### config.mk
export PLATFORM = sky130hd
export DESIGN_NAME = wb_burst_master_flat
export DESIGN_NICKNAME = d
export VERILOG_FILES = /design/src/rtl/wb_burst_master_pkg.sv /design/src/rtl/wb_burst_master_if.sv /design/src/rtl/wb_burst_master_pattern_gen.sv /design/src/rtl/wb_burst_master.sv /design/src/flat_wrapper.sv
export SDC_FILE = /design/constraint.sdc
export NUM_CORES = 1
export LEC_CHECK = 0
export BUFFER_PORTS_ARGS = -buffer_cell sky130_fd_sc_hd__buf_2
export CAP_MARGIN = 10
export CORE_MARGIN = 5
export CORE_UTILIZATION = 50
export CTS_BUF_LIST = sky130_fd_sc_hd__clkbuf_16
export DETAILED_ROUTE_END_ITERATION = 10
export GPL_TIMING_DRIVEN = 0
export HOLD_SLACK_MARGIN = 0.08
export PLACE_DENSITY = 0.87
export SYNTH_ARGS = -nofsm -noshare
export SYNTH_HDL_FRONTEND = slang
export SYNTH_SLANG_ARGS = --single-unit
### constraint.sdc
create_clock -name wb_clk_i -period 2.9 [get_ports wb_clk_i]
set_input_delay 0.435 -clock wb_clk_i [delete_from_list [all_inputs] [get_ports wb_clk_i]]
set_output_delay 0.435 -clock wb_clk_i [all_outputs]
set_load 0.02 [all_outputs]
### src/rtl/wb_burst_master_pkg.sv
// Shared types and constants for the Wishbone burst master and its pattern generator.
package wbm_pkg;

  typedef enum logic [1:0] {
    WBM_WAIT_INIT = 2'd0,
    WBM_IDLE      = 2'd1,
    WBM_BURST     = 2'd2,
    WBM_DONE      = 2'd3
  } wbm_state_e;

  localparam logic [2:0] CTI_CLASSIC = 3'b000;
  localparam logic [2:0] CTI_INCR    = 3'b010;
  localparam logic [2:0] CTI_END     = 3'b111;

  localparam logic [31:0] LFSR_POLY = 32'h8020_0003;

  // One step of the right-shifting Galois LFSR.
  function automatic logic [31:0] lfsr_next(input logic [31:0] v);
    return (v >> 1) ^ (v[0] ? LFSR_POLY : 32'h0);
  endfunction

endpackage

### src/rtl/wb_burst_master_if.sv
// Command handshake plus Wishbone bus bundle between burst master and its slave.
interface wb_burst_master_if #(
  parameter int AW = 26,
  parameter int DW = 32
);
  logic          cmd_valid;
  logic          cmd_ready;
  logic          cmd_we;
  logic [AW-1:0] cmd_addr;
  logic [7:0]    cmd_len;
  logic [31:0]   cmd_seed;

  logic            wb_cyc_o;
  logic            wb_stb_o;
  logic            wb_we_o;
  logic [AW-1:0]   wb_addr_o;
  logic [DW-1:0]   wb_dat_o;
  logic [DW/8-1:0] wb_sel_o;
  logic [2:0]      wb_cti_o;
  logic            wb_ack_i;
  logic [DW-1:0]   wb_dat_i;

  modport master (
    input  cmd_valid, cmd_we, cmd_addr, cmd_len, cmd_seed, wb_ack_i, wb_dat_i,
    output cmd_ready, wb_cyc_o, wb_stb_o, wb_we_o, wb_addr_o, wb_dat_o, wb_sel_o, wb_cti_o
  );

  modport slave (
    output cmd_valid, cmd_we, cmd_addr, cmd_len, cmd_seed, wb_ack_i, wb_dat_i,
    input  cmd_ready, wb_cyc_o, wb_stb_o, wb_we_o, wb_addr_o, wb_dat_o, wb_sel_o, wb_cti_o
  );
endinterface

### src/rtl/wb_burst_master_pattern_gen.sv
// 32-bit Galois LFSR pattern source; load takes priority over step, a zero seed becomes 1.
module wbm_pattern_gen
  import wbm_pkg::*;
(
  input  logic        clk,
  input  logic        rst,
  input  logic        load,
  input  logic        step,
  input  logic [31:0] seed,
  output logic [31:0] value
);

  always_ff @(posedge clk or posedge rst) begin
    if (rst)       value <= 32'h0;
    else if (load) value <= (seed == 32'h0) ? 32'h1 : seed;
    else if (step) value <= lfsr_next(value);
  end

endmodule

### src/rtl/wb_burst_master.sv
// Wishbone burst master with LFSR write pattern and read-back checking.
// Optional per-beat ack watchdog is built when WBM_TIMEOUT_EN is defined.
module wb_burst_master
  import wbm_pkg::*;
#(
  parameter int AW      = 26,
  parameter int DW      = 32,
  parameter int TIMEOUT = 1024
) (
  input  logic                wb_clk_i,
  input  logic                wb_rst_i,
  input  logic                sdr_init_done,
  wb_burst_master_if.master   bus,
  output logic                busy_o,
  output logic                done_o,
  output logic [15:0]         err_cnt_o,
  output logic                timeout_o
);

  localparam logic [1:0]    ST_WAIT  = 2'(WBM_WAIT_INIT);
  localparam logic [1:0]    ST_IDLE  = 2'(WBM_IDLE);
  localparam logic [1:0]    ST_BURST = 2'(WBM_BURST);
  localparam logic [1:0]    ST_DONE  = 2'(WBM_DONE);
  localparam logic [AW-1:0] STEP     = AW'(DW / 8);

  if (DW < 8 || DW > 32 || (DW % 8) != 0 || TIMEOUT < 1) begin : g_bad_param
    $error("wb_burst_master: illegal DW or TIMEOUT");
  end

  logic [1:0]    state;
  logic          cyc;
  logic          we;
  logic [AW-1:0] addr;
  logic [2:0]    cti;
  logic [7:0]    remain;
  logic [31:0]   pattern;
  logic          hs;
  logic          beat_ack;
  logic          tmo_hit;

  assign bus.cmd_ready = (state == ST_IDLE);
  assign hs            = bus.cmd_valid & bus.cmd_ready;
  assign beat_ack      = (state == ST_BURST) & bus.wb_ack_i;

  wbm_pattern_gen u_pat (
    .clk   (wb_clk_i),
    .rst   (wb_rst_i),
    .load  (hs),
    .step  (beat_ack),
    .seed  (bus.cmd_seed),
    .value (pattern)
  );

  // remain counts beats still to be acked after the current one.
  always_ff @(posedge wb_clk_i or posedge wb_rst_i) begin
    if (wb_rst_i) begin
      state  <= ST_WAIT;
      cyc    <= 1'b0;
      we     <= 1'b0;
      addr   <= '0;
      cti    <= CTI_CLASSIC;
      remain <= 8'd0;
    end else begin
      case (state)
        ST_WAIT: if (sdr_init_done) state <= ST_IDLE;
        ST_IDLE: begin
          if (hs) begin
            state  <= ST_BURST;
            cyc    <= 1'b1;
            we     <= bus.cmd_we;
            addr   <= bus.cmd_addr;
            remain <= bus.cmd_len;
            cti    <= (bus.cmd_len == 8'd0) ? CTI_CLASSIC : CTI_INCR;
          end else if (!sdr_init_done) begin
            state <= ST_WAIT;
          end
        end
        ST_BURST: begin
          if (beat_ack) begin
            addr <= addr + STEP;
            if (remain == 8'd0) begin
              state <= ST_DONE;
              cyc   <= 1'b0;
            end else begin
              remain <= remain - 8'd1;
              cti    <= (remain == 8'd1) ? CTI_END : CTI_INCR;
            end
          end else if (tmo_hit) begin
            state <= ST_DONE;
            cyc   <= 1'b0;
          end
        end
        ST_DONE: state <= ST_IDLE;
        default: state <= ST_WAIT;
      endcase
    end
  end

  always_ff @(posedge wb_clk_i or posedge wb_rst_i) begin
    if (wb_rst_i)
      err_cnt_o <= 16'h0;
    else if (beat_ack && !we && bus.wb_dat_i != pattern[DW-1:0] && err_cnt_o != 16'hFFFF)
      err_cnt_o <= err_cnt_o + 16'h1;
  end

`ifdef WBM_TIMEOUT_EN
  localparam int TW = $clog2(TIMEOUT + 1);
  logic [TW-1:0] tcnt;
  logic          tmo_q;

  // Counts idle BURST cycles since the last ack; holds once the limit is reached.
  always_ff @(posedge wb_clk_i or posedge wb_rst_i) begin
    if (wb_rst_i) begin
      tcnt  <= '0;
      tmo_q <= 1'b0;
    end else begin
      if (hs || beat_ack)                                   tcnt <= '0;
      else if (state == ST_BURST && tcnt != TW'(TIMEOUT))   tcnt <= tcnt + 1'b1;
      if (tmo_hit) tmo_q <= 1'b1;
    end
  end

  assign tmo_hit   = (state == ST_BURST) && !bus.wb_ack_i && (tcnt == TW'(TIMEOUT));
  assign timeout_o = tmo_q;
`else
  assign tmo_hit   = 1'b0;
  assign timeout_o = 1'b0;
`endif

  assign bus.wb_cyc_o  = cyc;
  assign bus.wb_stb_o  = cyc;
  assign bus.wb_we_o   = we;
  assign bus.wb_addr_o = addr;
  assign bus.wb_dat_o  = pattern[DW-1:0];
  assign bus.wb_sel_o  = {(DW/8){cyc}};
  assign bus.wb_cti_o  = cti;

  assign busy_o = (state == ST_BURST) || (state == ST_DONE);
  assign done_o = (state == ST_DONE);

endmodule

### src/flat_wrapper.sv
// flat-port wrapper written by rule: the top's interface ports become plain ports
module wb_burst_master_flat import wbm_pkg::*;
#(
  parameter int AW      = 26,
  parameter int DW      = 32,
  parameter int TIMEOUT = 1024
)
  (wb_clk_i, wb_rst_i, sdr_init_done, busy_o, done_o, err_cnt_o, timeout_o, bus_cmd_valid, bus_cmd_we, bus_cmd_addr, bus_cmd_len, bus_cmd_seed, bus_wb_ack_i, bus_wb_dat_i, bus_cmd_ready, bus_wb_cyc_o, bus_wb_stb_o, bus_wb_we_o, bus_wb_addr_o, bus_wb_dat_o, bus_wb_sel_o, bus_wb_cti_o);
  wb_burst_master_if #(.AW(AW), .DW(DW)) bus_i ();
  input  logic wb_clk_i;
  input  logic wb_rst_i;
  input  logic sdr_init_done;
  output logic busy_o;
  output logic done_o;
  output logic [15:0] err_cnt_o;
  output logic timeout_o;
  input wire logic [$bits(bus_i.cmd_valid)-1:0] bus_cmd_valid;
  input wire logic [$bits(bus_i.cmd_we)-1:0] bus_cmd_we;
  input wire logic [$bits(bus_i.cmd_addr)-1:0] bus_cmd_addr;
  input wire logic [$bits(bus_i.cmd_len)-1:0] bus_cmd_len;
  input wire logic [$bits(bus_i.cmd_seed)-1:0] bus_cmd_seed;
  input wire logic [$bits(bus_i.wb_ack_i)-1:0] bus_wb_ack_i;
  input wire logic [$bits(bus_i.wb_dat_i)-1:0] bus_wb_dat_i;
  output wire logic [$bits(bus_i.cmd_ready)-1:0] bus_cmd_ready;
  output wire logic [$bits(bus_i.wb_cyc_o)-1:0] bus_wb_cyc_o;
  output wire logic [$bits(bus_i.wb_stb_o)-1:0] bus_wb_stb_o;
  output wire logic [$bits(bus_i.wb_we_o)-1:0] bus_wb_we_o;
  output wire logic [$bits(bus_i.wb_addr_o)-1:0] bus_wb_addr_o;
  output wire logic [$bits(bus_i.wb_dat_o)-1:0] bus_wb_dat_o;
  output wire logic [$bits(bus_i.wb_sel_o)-1:0] bus_wb_sel_o;
  output wire logic [$bits(bus_i.wb_cti_o)-1:0] bus_wb_cti_o;
  assign bus_i.cmd_valid = bus_cmd_valid;
  assign bus_i.cmd_we = bus_cmd_we;
  assign bus_i.cmd_addr = bus_cmd_addr;
  assign bus_i.cmd_len = bus_cmd_len;
  assign bus_i.cmd_seed = bus_cmd_seed;
  assign bus_i.wb_ack_i = bus_wb_ack_i;
  assign bus_i.wb_dat_i = bus_wb_dat_i;
  assign bus_cmd_ready = bus_i.cmd_ready;
  assign bus_wb_cyc_o = bus_i.wb_cyc_o;
  assign bus_wb_stb_o = bus_i.wb_stb_o;
  assign bus_wb_we_o = bus_i.wb_we_o;
  assign bus_wb_addr_o = bus_i.wb_addr_o;
  assign bus_wb_dat_o = bus_i.wb_dat_o;
  assign bus_wb_sel_o = bus_i.wb_sel_o;
  assign bus_wb_cti_o = bus_i.wb_cti_o;
  wb_burst_master #(.AW(AW), .DW(DW), .TIMEOUT(TIMEOUT)) u_core (.wb_clk_i(wb_clk_i), .wb_rst_i(wb_rst_i), .sdr_init_done(sdr_init_done), .bus(bus_i), .busy_o(busy_o), .done_o(done_o), .err_cnt_o(err_cnt_o), .timeout_o(timeout_o));
endmodule
After elaboration in Yosys (flattened, before gate mapping)
Index checks and enable logic that the tools add are counted.
- $add $sub $neg: 3
- multipliers: 0
- div/mod/pow operators: 0
- order comparisons: 0
- eq/ne operators: 12
- shift operators: 0
- mux-type cells: 27
- bitwise operators: 3
- reductions and logical operators: 16
- operator list (kind ; count):
    32-bit 2-to-1 mux ; 4
    26-bit 2-to-1 mux ; 2
    26-bit one-hot mux with 2 select lines ; 1
    32-bit logical NOT ; 1
    32-bit inequality test ; 1
    31-bit by 32-bit XOR with 32-bit output ; 1
    26-bit by 3-bit adder with 26-bit output (second input constant) ; 1
    8-bit 2-to-1 mux ; 3
    16-bit by 1-bit adder with 16-bit output (second input constant) ; 1
    8-bit logical NOT ; 2
    16-bit inequality test (second input constant) ; 1
    8-bit one-hot mux with 2 select lines ; 1
    2-bit 2-to-1 mux ; 6
    3-bit 2-to-1 mux ; 4
    4-bit AND reduction ; 3
    8-bit by 1-bit == test with 1-bit output (second input constant) ; 1
    2-bit inequality test (second input constant) ; 4
    2-bit one-hot mux with 4 select lines ; 1
    8-bit by 1-bit subtractor with 8-bit output (second input constant) ; 1
    3-bit one-hot mux with 2 select lines ; 1
    2-bit == test (second input constant) ; 2
    2-bit nonzero test ; 2
    1-bit logical AND ; 3
    1-bit 2-to-1 mux ; 3
    other kinds (10) ; 11
- flip-flop bits (word level): 89
- bits in latches: 0
- RAM bits: 0
- memory bits (read-only): 0
- bits of input ports: 104
- output and inout port bits: 88
- logic and storage cells: 69
- memories: 0

Longest topological paths before layout
- depth in word-level cells: 5
- gate-level depth with buffers: 9
- mapped depth without buffers: 8

Hierarchy
A second synthesis with hierarchy kept.
- cell total of the unflattened synthesis: 568
- area, all modules: 5271.3 um^2
- modules (own cells, without submodules) (module ; times used ; cells each ; area an instance (um^2) ; seq. area each (um^2)):
    wb_burst_master ; 1 ; 412 ; 3673.5 ; 1401.3
    wbm_pattern_gen ; 1 ; 156 ; 1597.8 ; 800.8

Worst setup path before layout
Ideal clock, no wire load.
- path kind: reg2reg
- from: register u_core.u_pat.value[0]
- to: register u_core.err_cnt_o[6]
- library setup time: 0.132 ns
- arrival: 1.787 ns
- data required time: 2.768 ns
- path slack: 0.981 ns
- stages on the path, launching flop included: 9
- path buffers: 2
- clock period less this slack: 1.919 ns
- path through: dfrtp_1 -> buf_6 -> xor2_1 -> nor4_1 -> nand4_1 -> o211ai_2 -> buf_6 -> nor3_1 -> xor2_1
- word-level cells in the longest chain between the ends: 3
- RTL lines (what ; line ; text):
    from (decl) ; wb_burst_master_pattern_gen.sv:10 ; output logic [31:0] value
    from (signal assigned) ; wb_burst_master_pattern_gen.sv:15 ; else if (load) value <= (seed == 32'h0) ? 32'h1 : seed;
    from (signal assigned) ; wb_burst_master_pattern_gen.sv:16 ; else if (step) value <= lfsr_next(value);
    32-bit inequality test ; wb_burst_master.sv:102 ; else if (beat_ack && !we && bus.wb_dat_i != pattern[DW-1:0] && err_cnt_o != 16'hFFFF)
    1-bit logical AND (2 in series) ; wb_burst_master.sv:102 ;
    to (signal assigned) ; wb_burst_master.sv:103 ; err_cnt_o <= err_cnt_o + 16'h1;
    to (decl) ; wb_burst_master.sv:16 ; output logic [15:0] err_cnt_o,
Every way passes these cells.
A chain may end at the register's enable or synchronous reset.

Final worst setup path
- from: register u_core.state[0]
- to: output busy_o
- word-level cells in the longest chain between the ends: 2
- RTL lines (what ; line ; text):
    from (decl) ; wb_burst_master.sv:30 ; logic [1:0] state;
    from (signal assigned) ; wb_burst_master.sv:57 ; state <= ST_WAIT;
    from (signal assigned) ; wb_burst_master.sv:65 ; ST_WAIT: if (sdr_init_done) state <= ST_IDLE;
    from (signal assigned) ; wb_burst_master.sv:68 ; state <= ST_BURST;
    2-bit == test ; wb_burst_master.sv:138 ; assign busy_o = (state == ST_BURST) || (state == ST_DONE);
    1-bit logical OR * ; wb_burst_master.sv:138 ;
    to (decl) ; flat_wrapper.sv:13 ; output logic busy_o;
Mark *: on every way between the ends. The rest lies on a longest branch, timed or not.

==> summary.txt <==
Global route
  – First-pass GRT wire length: ~26 mm
  – Initial antenna violation count: 1
  – GRT Overall Usage: about a quarter
  – Vias in the first global route: approximately 5200
  – Largest net degree at the start of global routing: 57
  – GRT overflow: 0

Timing
  – Max Fclk: about 430 MHz
  – Final Hold Violating Endpoints: 0
  – # setup viols final: 0
  – Final worst slack: approximately 0.55 ns
  – Clk_skew: 0.0107 ns
  – RSZ-0062 raised after global routing: false
  – Final Critical Period: about 2.4 ns
  – Slew @ Worst Pin: a little under 0.6 ns
  – Relative slew margins: 60.4%
  – Hold Slack: roughly 0.11 ns
  – Max Slew Vio Count: 0
  – Sum Neg Setup Slack: 0 ns
  – Crit share post-route: around four fifths

Drt
  – Residual DRC: 0
  – Final ANT Viol Nets: 0
  – Vias: ~5400
  – Final wirelength: between 15 and 20 mm
  – WL/cell: about 17 um
  – Detailed-route vias per instance: between 5 and 6
  – Number of DRC markers in iteration 0: just under 400
  – Drt first pass iters: 5

Clock network
  – CTS resizes: 0
  – H-tree levels: 3
  – Hold buffers post-CTS: 0
  – CTS tree: built
  – Clock Path Buffers: 2
  – Reg clk slew, reported paths: ~0.06 ns
  – CTS root buffer: clkbuf_16
  – CTS buffer count: 9
  – Clock latency on the worst-skew pair: 0.34 ns
  – Clock sinks: ~90
  – Post-CTS Setup Bufs: 0

Floorplan
  – Full die area: approximately 12000 sq um
  – Core area: a little under 10000 sq um
  – Initial Utilization: about half
  – Rows: 36
  – Die Width: roughly 110 um
  – I/O pin cnt: 192
  – Die height: roughly 110 um

Placed design
  – Pre-CTS setup slack: 0.604 ns
  – Final HPWL DP: roughly 12 mm
  – Gpl congestion: ~0.9
  – PortBufs: 190

Pwr
  – Leak: 3.14 nW
  – Power Total: a little over 7 mW
  – Pwr per Cell Area: 1070 nW/um^2
  – Worst vdd ir: 0.000584 V

Critical path
  – Crit Reg-Reg Endpoint: u_core.bus.wb_addr_o[4]
  – Required @ worst endpoint: 2.47 ns
  – Worst path cell trace: inv_1 > ha_1 > buf_2 > clkbuf_1 > or2_2 > buf_2
  – R2r setup slk: 0.59 ns
  – Crit start category: register
  – CP Class: reg -> out
  – Crit path buf inv count: 4
  – RR Startpoint: u_core.state[0]
  – CP Max Fanout: 10
  – Slowest CP cell: clkbuf_1
  – Biggest cell delay along the critical path: 0.44 ns
  – Critical Path Most Common Cell: buf_2
  – CP Capture Type: output pin
  – R2R depth: 8
  – CP delay by family, top: buffers and inverters
  – Data arrival, critical path: 1.92 ns

Logic synthesis
  – Syn Nets: about 710
  – FFs w/ async S/R, synth: 100%
  – Synth Instances: approximately 600
  – Syn Std Cell Area: ~5100 sq um
  – Avg Inst Size Synth: 8.57 sq um
  – Synth top cells by count: dfrtp_1, a21oi_1, nand2_1
  – Synth area leader: dfrtp_1
  – Count of different cell masters after synthesis: between 40 and 50
  – Synth Warn #: 0
  – Post-synth EDFFs: 0
  – Predominant post-synthesis flop cell: dfrtp_1
  – Yosys reg bits: 88
  – Synth top area cells: dfrtp_1, xor2_1, a21oi_1
  – Top-area cell type share of the netlist area: a little over two fifths
  – Top-count cell post-synth: dfrtp_1
  – Sequential share of the synthesized area: ~43%

Layout
  – Antenna diodes: 0
  – FF/Latch Area: about 2200 sq um
  – Share of layout cells above drive strength 1: between 20% and 30%
  – Fillers: 853
  – Nets@finish: roughly 910
  – Synth-to-Final Area Change: 29.0%
  – Multi-input logic area: between 2000 and 3000 sq um
  – Final core occ: around 67%

Status
  – Outcome: finished, final reports clean

Hold path
  – Hold Crit Class: in -> async

Flow run
  – Maxcap violations: 0
==> worst max path at each step <==
stage	end	slack, ns	start	cells after the start
floorplan	u_core.bus.wb_addr_o[0]	0.19	wb_rst_i	1
global placement	u_core.bus.wb_cti_o[1]	-0.91	wb_rst_i	2
detailed placement	u_core.err_cnt_o[8]	0.60	bus_wb_dat_i[21]	8
CTS	busy_o	0.54	u_core.state[0]	6
global route	u_core.bus.wb_addr_o[8]	0.45	u_core.state[0]	8
finish	busy_o	0.55	u_core.state[0]	6
==> area by class of cell <==
| cell class | count | share of cell area, % |
|---|---|---|
| Buffer | 38 | 2.89 |
| Clock buffer | 9 | 3.42 |
| Clock inverter | 6 | 1.67 |
| Inverter | 15 | 0.892 |
| Multi-Input combinational cell | 455 | 40.3 |
| Sequential cell | 88 | 33.4 |
| Tap cell | 133 | 2.53 |
| Timing Repair Buffer | 191 | 14.8 |
==> sequential cells by signal (all words and copies together), names as in the netlist <==
name                  count
u_core.u_pat.value       32
u_core.bus.wb_addr_o     26
u_core.err_cnt_o         16
u_core.remain             8
u_core.bus.wb_cti_o       2
u_core.state              2
u_core.bus.wb_cyc_o       1
u_core.bus.wb_we_o        1
==> placed cells by master (no fill, tap or decap), drive strengths merged, types with 12 or more instances in the layout <==
cell type  synthesis  final
buf               15    206
dfrtp             88     88
a21oi             74     74
nand2             67     67
nor2              58     58
o21ai             57     57
xor2              44     44
clkbuf            23     32
nor4              26     26
inv               15     16
nand4             16     16
mux2i             14     14
nand3             12     12
==> through the flow <==
stage / area, sq um / cells
2_1_floorplan: 5110 / 596
3_3_place_gp: 6220 / 919
3_5_place_dp: 6250 / 920
4_1_cts: 6590 / 935
5_1_grt: 6590 / 935
6_report: 6590 / 935
==> layer usage <==
metal | vias up | routed length [um] | track usage (%)
li1 | 2516 | - | -
met1 | 2545 | 6460 | 33.9
met2 | 298 | 7670 | 40.8
met3 | 30 | 1470 | 5.57
met4 | 2 | 291 | 6.65
met5 | - | 7 | 0
==> report_power, final <==
part | switching (mW) | internal (mW) | leakage [nW] | total (mW)
Sequential | 0.639 | 1.75 | 1.03 | 2.39
Clock | 0.476 | 0.836 | 0.163 | 1.31
Combinational | 2.12 | 1.22 | 1.94 | 3.34
Total | 3.23 | 3.81 | 3.14 | 7.04
==> kinds of logic after synthesis <==
logic type,synth area share [%]
compound gates,18.1
xor+xnor,8.23
simple gates,19.6
mux,3.85
other cells,0.0734
fa+ha+maj,2.20
buf+inv,4.83
flops,43.1
No activity file was read; power rests on OpenSTA's default activity.
